==> src/rtl/regfile_pkg.sv <==
// Shared defaults and types for the parametrised register file and its
// user-capture handshake.
package regfile_pkg;

  localparam int DEF_DATA_W = 32;
  localparam int DEF_ADDR_W = 5;
  localparam int DEF_IN_REG = 30;
  localparam int DEF_USER_W = 6;
  localparam int WR_COUNT_W = 16;

  typedef enum logic {
    IDLE = 1'b0,
    HOLD = 1'b1
  } cap_state_t;

endpackage

==> src/rtl/register_file_param_user_capture.sv <==
// Four-phase handshake: one capture strobe per user_valid assertion, with
// user_ack held until user_valid drops.
module user_capture
  import regfile_pkg::*;
(
  input  logic clock,
  input  logic reset_n,
  input  logic user_valid,
  output logic capture,
  output logic user_ack
);

  cap_state_t state, state_next;

  always_ff @(posedge clock or negedge reset_n) begin
    if (!reset_n) state <= IDLE;
    else          state <= state_next;
  end

  always_comb begin
    state_next = state;
    capture    = 1'b0;
    case (state)
      IDLE: if (user_valid) begin
        capture    = 1'b1;
        state_next = HOLD;
      end
      HOLD: if (!user_valid) state_next = IDLE;
      default: state_next = IDLE;
    endcase
  end

  assign user_ack = (state == HOLD);

endmodule

==> src/rtl/register_file_param.sv <==
// Parametrised register file: two combinational read ports with optional
// write bypass, user capture into IN_REG, registered display and write counter.
module register_file_param
  import regfile_pkg::*;
#(
  parameter int DATA_W    = DEF_DATA_W,
  parameter int ADDR_W    = DEF_ADDR_W,
  parameter int HARD_ZERO = 1,
  parameter int IN_REG    = DEF_IN_REG,
  parameter int USER_W    = DEF_USER_W,
  parameter int BYPASS    = 1
) (
  input  logic                  clock,
  input  logic                  reset_n,
  input  logic [ADDR_W-1:0]     readRegister1,
  input  logic [ADDR_W-1:0]     readRegister2,
  output logic [DATA_W-1:0]     readData1,
  output logic [DATA_W-1:0]     readData2,
  input  logic                  RegWrite,
  input  logic [ADDR_W-1:0]     writeRegister,
  input  logic [DATA_W-1:0]     writeData,
  input  logic [USER_W-1:0]     user_number,
  input  logic                  user_valid,
  output logic                  user_ack,
  input  logic [ADDR_W-1:0]     disp_sel,
  output logic [DATA_W-1:0]     toDisplay,
  output logic [WR_COUNT_W-1:0] wr_count
);

  localparam int DEPTH = 2 ** ADDR_W;
  localparam logic [ADDR_W-1:0] IN_ADDR = ADDR_W'(IN_REG);

  logic [DATA_W-1:0]     regs [DEPTH];
  logic [DATA_W-1:0]     cap_data;
  logic                  capture;
  logic                  sw_we;
  logic [DATA_W-1:0]     disp_p1;
  logic [WR_COUNT_W-1:0] count_p1;

  function automatic logic [WR_COUNT_W-1:0] sat_inc(input logic [WR_COUNT_W-1:0] c);
    return (c == '1) ? c : c + 1'b1;
  endfunction

  // Value a read of address a sees this cycle, including same-cycle writes.
  function automatic logic [DATA_W-1:0] lookup(
    input logic [ADDR_W-1:0] a,
    input logic [DATA_W-1:0] stored,
    input logic              cap,
    input logic [DATA_W-1:0] cap_d,
    input logic              sw,
    input logic [ADDR_W-1:0] wa,
    input logic [DATA_W-1:0] wd
  );
    if (HARD_ZERO != 0 && a == '0)            return '0;
    if (BYPASS != 0 && cap && a == IN_ADDR)   return cap_d;
    if (BYPASS != 0 && sw && a == wa)         return wd;
    return stored;
  endfunction

  user_capture u_capture (
    .clock      (clock),
    .reset_n    (reset_n),
    .user_valid (user_valid),
    .capture    (capture),
    .user_ack   (user_ack)
  );

  assign cap_data = DATA_W'(user_number);

  // A capture owns IN_REG on its edge; writes elsewhere still go through.
  assign sw_we = RegWrite
               && !(HARD_ZERO != 0 && writeRegister == '0)
               && !(capture && writeRegister == IN_ADDR);

  always_comb begin
    readData1 = lookup(readRegister1, regs[readRegister1], capture, cap_data,
                       sw_we, writeRegister, writeData);
    readData2 = lookup(readRegister2, regs[readRegister2], capture, cap_data,
                       sw_we, writeRegister, writeData);
  end

  always_ff @(posedge clock or negedge reset_n) begin
    if (!reset_n) begin
      regs <= '{default: '0};
    end else begin
      if (sw_we)   regs[writeRegister] <= writeData;
      if (capture) regs[IN_ADDR]       <= cap_data;
    end
  end

  // Stage p1: display snapshot and write counter
  always_ff @(posedge clock or negedge reset_n) begin
    if (!reset_n) begin
      disp_p1  <= '0;
      count_p1 <= '0;
    end else begin
      disp_p1 <= lookup(disp_sel, regs[disp_sel], capture, cap_data,
                        sw_we, writeRegister, writeData);
      if (sw_we || capture) count_p1 <= sat_inc(count_p1);
    end
  end

  assign toDisplay = disp_p1;
  assign wr_count  = count_p1;

endmodule
==> config.mk <==
export PLATFORM = sky130hd
export DESIGN_NAME = register_file_param
export DESIGN_NICKNAME = d
export VERILOG_FILES = /design/src/rtl/regfile_pkg.sv /design/src/rtl/register_file_param_user_capture.sv /design/src/rtl/register_file_param.sv
export SDC_FILE = /design/constraint.sdc
export NUM_CORES = 2
export LEC_CHECK = 0
export BUFFER_PORTS_ARGS = -buffer_cell sky130_fd_sc_hd__buf_2
export CORE_ASPECT_RATIO = 0.75
export CORE_MARGIN = 10
export CORE_UTILIZATION = 45
export DETAILED_ROUTE_END_ITERATION = 6
export PLACE_DENSITY = 0.65
export SYNTH_ARGS = -nofsm -noshare
export SYNTH_HDL_FRONTEND = slang
export SYNTH_SLANG_ARGS = --single-unit
==> constraint.sdc <==
create_clock -name clock -period 4.45 [get_ports clock]
set_input_delay 0.6675 -clock clock [delete_from_list [all_inputs] [get_ports clock]]
set_output_delay 0.6675 -clock clock [all_outputs]
set_load 0.01 [all_outputs]
==> impl_metrics.yaml <==
floorplan:
  die_x_um: 465.5
  dieArea_um2: 164900
  initial_core_util: 0.4534
  num_io_pins: 175
  num_rows: 122
  core_um2: 147800
  die_y_um: 354.1
hold_path:
  min_path_type: "primary input to register"
finish:
  fillers: 12883
  area_growth_pct: 11.11
  drive_gt1_frac: 0.3553
  stdcell_area_um2: 74440
  nNetsFinal: 5494
  final_cells: 7516
place:
  dp_hpwl_mm: 153.6
  place_congestion: 0.8945
  place_inst: 7302
  place_ws_ns: 0.2194
  io_buffer_count: 174
  placed_area_um2: 70580
worst_setup_path:
  path_class: "primary input to output port"
  arrival_ns: 3.67
  worstSetupStartpointType: "primary input"
  cp_slowest_cell: "nor3_1"
  slowest_delay_ns: 0.63
  crit_fanout: 19
  crit_required_ns: 3.78
  worstPathCellList: "buf_2, or2_4, o41ai_4, nor2_2, nand2_2, buf_4, nor2_1, nor3_1, buf_4, buf_2"
  critPathCaptureType: "output port"
flow_run:
  cap_violations: 0
sta:
  fin_tns_setup_ns: 0
  fin_crit_sh: 0.9738
  rsz0062_at_grt: "false"
  fin_skew_ns: 0.03607
  fmaxAchievable_ghz: 0.2308
  setup_viol: 0
  worst_slew_pin_slew_ns: 1.174
  max_slew_margin: 0.2176
  layout_min_cycle_time_ns: 4.333
  setup_slack_ns: 0.1168
  final_max_slew_viol_count: 0
  finalHoldViolations: 0
power_and_ir_drop:
  p_int_mw: 21.24
  power_density_nw_per_um2: 416.2
  p_sw_frac: 0.3143
  vdd_drop_max_v: 0.0003827
  seqPwrFrac: 0.434
  power_leakage_nw: 33.13
  finalPower_mw: 30.98
  p_switching_mw: 9.737
  comb_power_share: 0.245
  clkPwrFrac: 0.321
routing:
  drc_errors: 0
  wl_mm: 254.5
  drtPass1Iterations: 6
  routedWlPerCell_um: 33.86
  ant_nets: 1
  viasPerCell: 6.921
  via_count: 52015
  drtIter0Drc: 6823
synthesis:
  synthTopCellsByArea: "dfrtp_1, mux2_2, mux2i_1"
  syn_inst: 5522
  yosys_warnings: 0
  synthArstFlopShare: 1.000
  ys_top_cells_by_count: "dfrtp_1, mux2_2, mux2i_1"
  ys_types: 58
  synth_top_area_share: 0.4008
  synth_edf_count: 0
  syn_area_per_cell_um2: 12.13
  syn-num-nets: 5585
  ys_seq_area_frac: 0.4008
  synth_seq_cells: 1073
  syn-cell-area_um2: 66990
  synthFlopType: "dfrtp_1"
  synth.most_common_cell: "dfrtp_1"
  yosysTopAreaCell: "dfrtp_1"
status:
  violations: "antenna rules"
  status: "finished, violations left"
clock_tree:
  cts_buffer_depth: 3
  cts.sinks: 1073
  post_cts_buffers: 0
  cts_made_buffers: 110
  clk_latency_ns: 0.78
  cts.repair.resized: 0
  clk_pin_slew_worst_paths_ns: 0.06
  htreeDepth: 3
  cts_tree: "built"
  root_buffer: "clkbuf_16"
  hold_buffers: 1
global_routing:
  antenna_found_initial: 6
  grt_max_degree: 138
  grt_most_used_layer: "met2"
  grtUsageTotal: 0.2979
  grt_pass1_vias: 50772
  grt_use_met1: 0.4082
  gr-usage-met2: 0.4240
  grt_overflow_total: 0
  grt_pass1_wl_mm: 368.4
  use_met3: 0.09580
-- kinds of logic (layout without fill, tap and decap cells) --
logic type               count (synthesis)  after routing  synth area share
multiplexers                          2267           2267            0.4178
XOR/XNOR                                29             29          0.003791
other                                    0             12                 0
AO/OA/AOI/OAI                          699            699           0.07458
flip-flops                            1073           1073            0.4008
AND/OR/NAND/NOR                        841            841           0.06106
buffers and inverters                  612            610           0.04174
adder cells (fa/ha/maj)                  1              1         0.0001867
-- state kept, by name (all words and copies together) (netlist names) --
register,count
regs,1024
toDisplay,32
wr_count,16
u_capture.user_ack,1
-- layout by cell type, fill, tap and decap left out, types with 27 or more instances in the layout --
| cell | Yosys | final |
|---|---|---|
| mux2i_1 | 966 | 966 |
| o21ai_0 | 42 | 42 |
| clkbuf_16 | 0 | 111 |
| a21oi_1 | 87 | 87 |
| mux2_2 | 975 | 975 |
| nor2b_1 | 45 | 32 |
| a31oi_1 | 29 | 29 |
| buf_12 | 0 | 61 |
| a22oi_1 | 418 | 418 |
| nor2_1 | 170 | 147 |
| nor3_1 | 115 | 114 |
| buf_2 | 261 | 164 |
| dfrtp_1 | 1073 | 1073 |
| mux4_2 | 326 | 326 |
| buf_4 | 38 | 169 |
| clkbuf_8 | 0 | 27 |
| nand3_1 | 258 | 253 |
| nand2b_1 | 57 | 56 |
| nand2_1 | 135 | 124 |
-- worst paths after layout --
| kind | start | end | slack, ns | cells past startpoint |
|---|---|---|---|---|
| min in group asynchronous | reset_n | regs[793] | 0.53 | 2 |
| worst min register to register | regs[1022] | regs[1022] | 0.42 | 0 |
| worst min-delay path | user_valid | u_capture.user_ack | 0.06 | 1 |
| worst max register to register | u_capture.user_ack | toDisplay[14] | 1.72 | 8 |
| max in group asynchronous | reset_n | regs[648] | 2.63 | 3 |
| worst max-delay path | writeRegister[0] | readData2[14] | 0.12 | 10 |
-- per-stage QoR --
| stage | hold WS [ns] | util |
|---|---|---|
| after global placement | 0.4049 | 0.4776 |
| after floorplan | 0.3719 | - |
| after detailed placement | 0.4063 | 0.4776 |
| after global routing | 0.03762 | 0.5036 |
| after CTS | 0.03043 | 0.5035 |
| final | 0.05574 | 0.5038 |
-- power by group through the flow --
| stage | clock [mW] | sequential (mW) | combinational, mW |
|---|---|---|---|
| 4_1_cts | 10.0 | 13.3 | 7.51 |
| 2_1_floorplan | 0 | 13.0 | 5.42 |
| 6_report | 9.95 | 13.4 | 7.60 |
| 3_5_place_dp | 0 | 13.5 | 7.48 |
| 5_1_grt | 10.4 | 13.7 | 8.10 |
| 3_3_place_gp | 0 | 13.4 | 7.34 |
-- critical path: cells and delay by family --
| family | cells | cell delay (ns) |
|---|---|---|
| simple gates | 5 | 1.38 |
| buf+inv | 4 | 0.99 |
| compound gates | 1 | 0.56 |
-- final cells by class --
type	instances	area (µm²)	area share
well taps	1984	2482	0.03335
diodes	12	30.03	0.0004034
clock buffers	152	3172	0.04261
flip-flops and latches	1073	26850	0.3607
inverters	4	15.01	0.0002017
repair buffers	405	3463	0.04653
clock inverters	49	645.6	0.008674
multi-input cells	3837	37780	0.5075
-- per-layer routing --
metal	up-vias	part of all wire
li1	20887	-
met1	26933	0.40
met2	3388	0.42
met3	801	0.12
met4	6	0.057
met5	-	0.00013
Note: power is estimated with default switching activity, not from simulation.
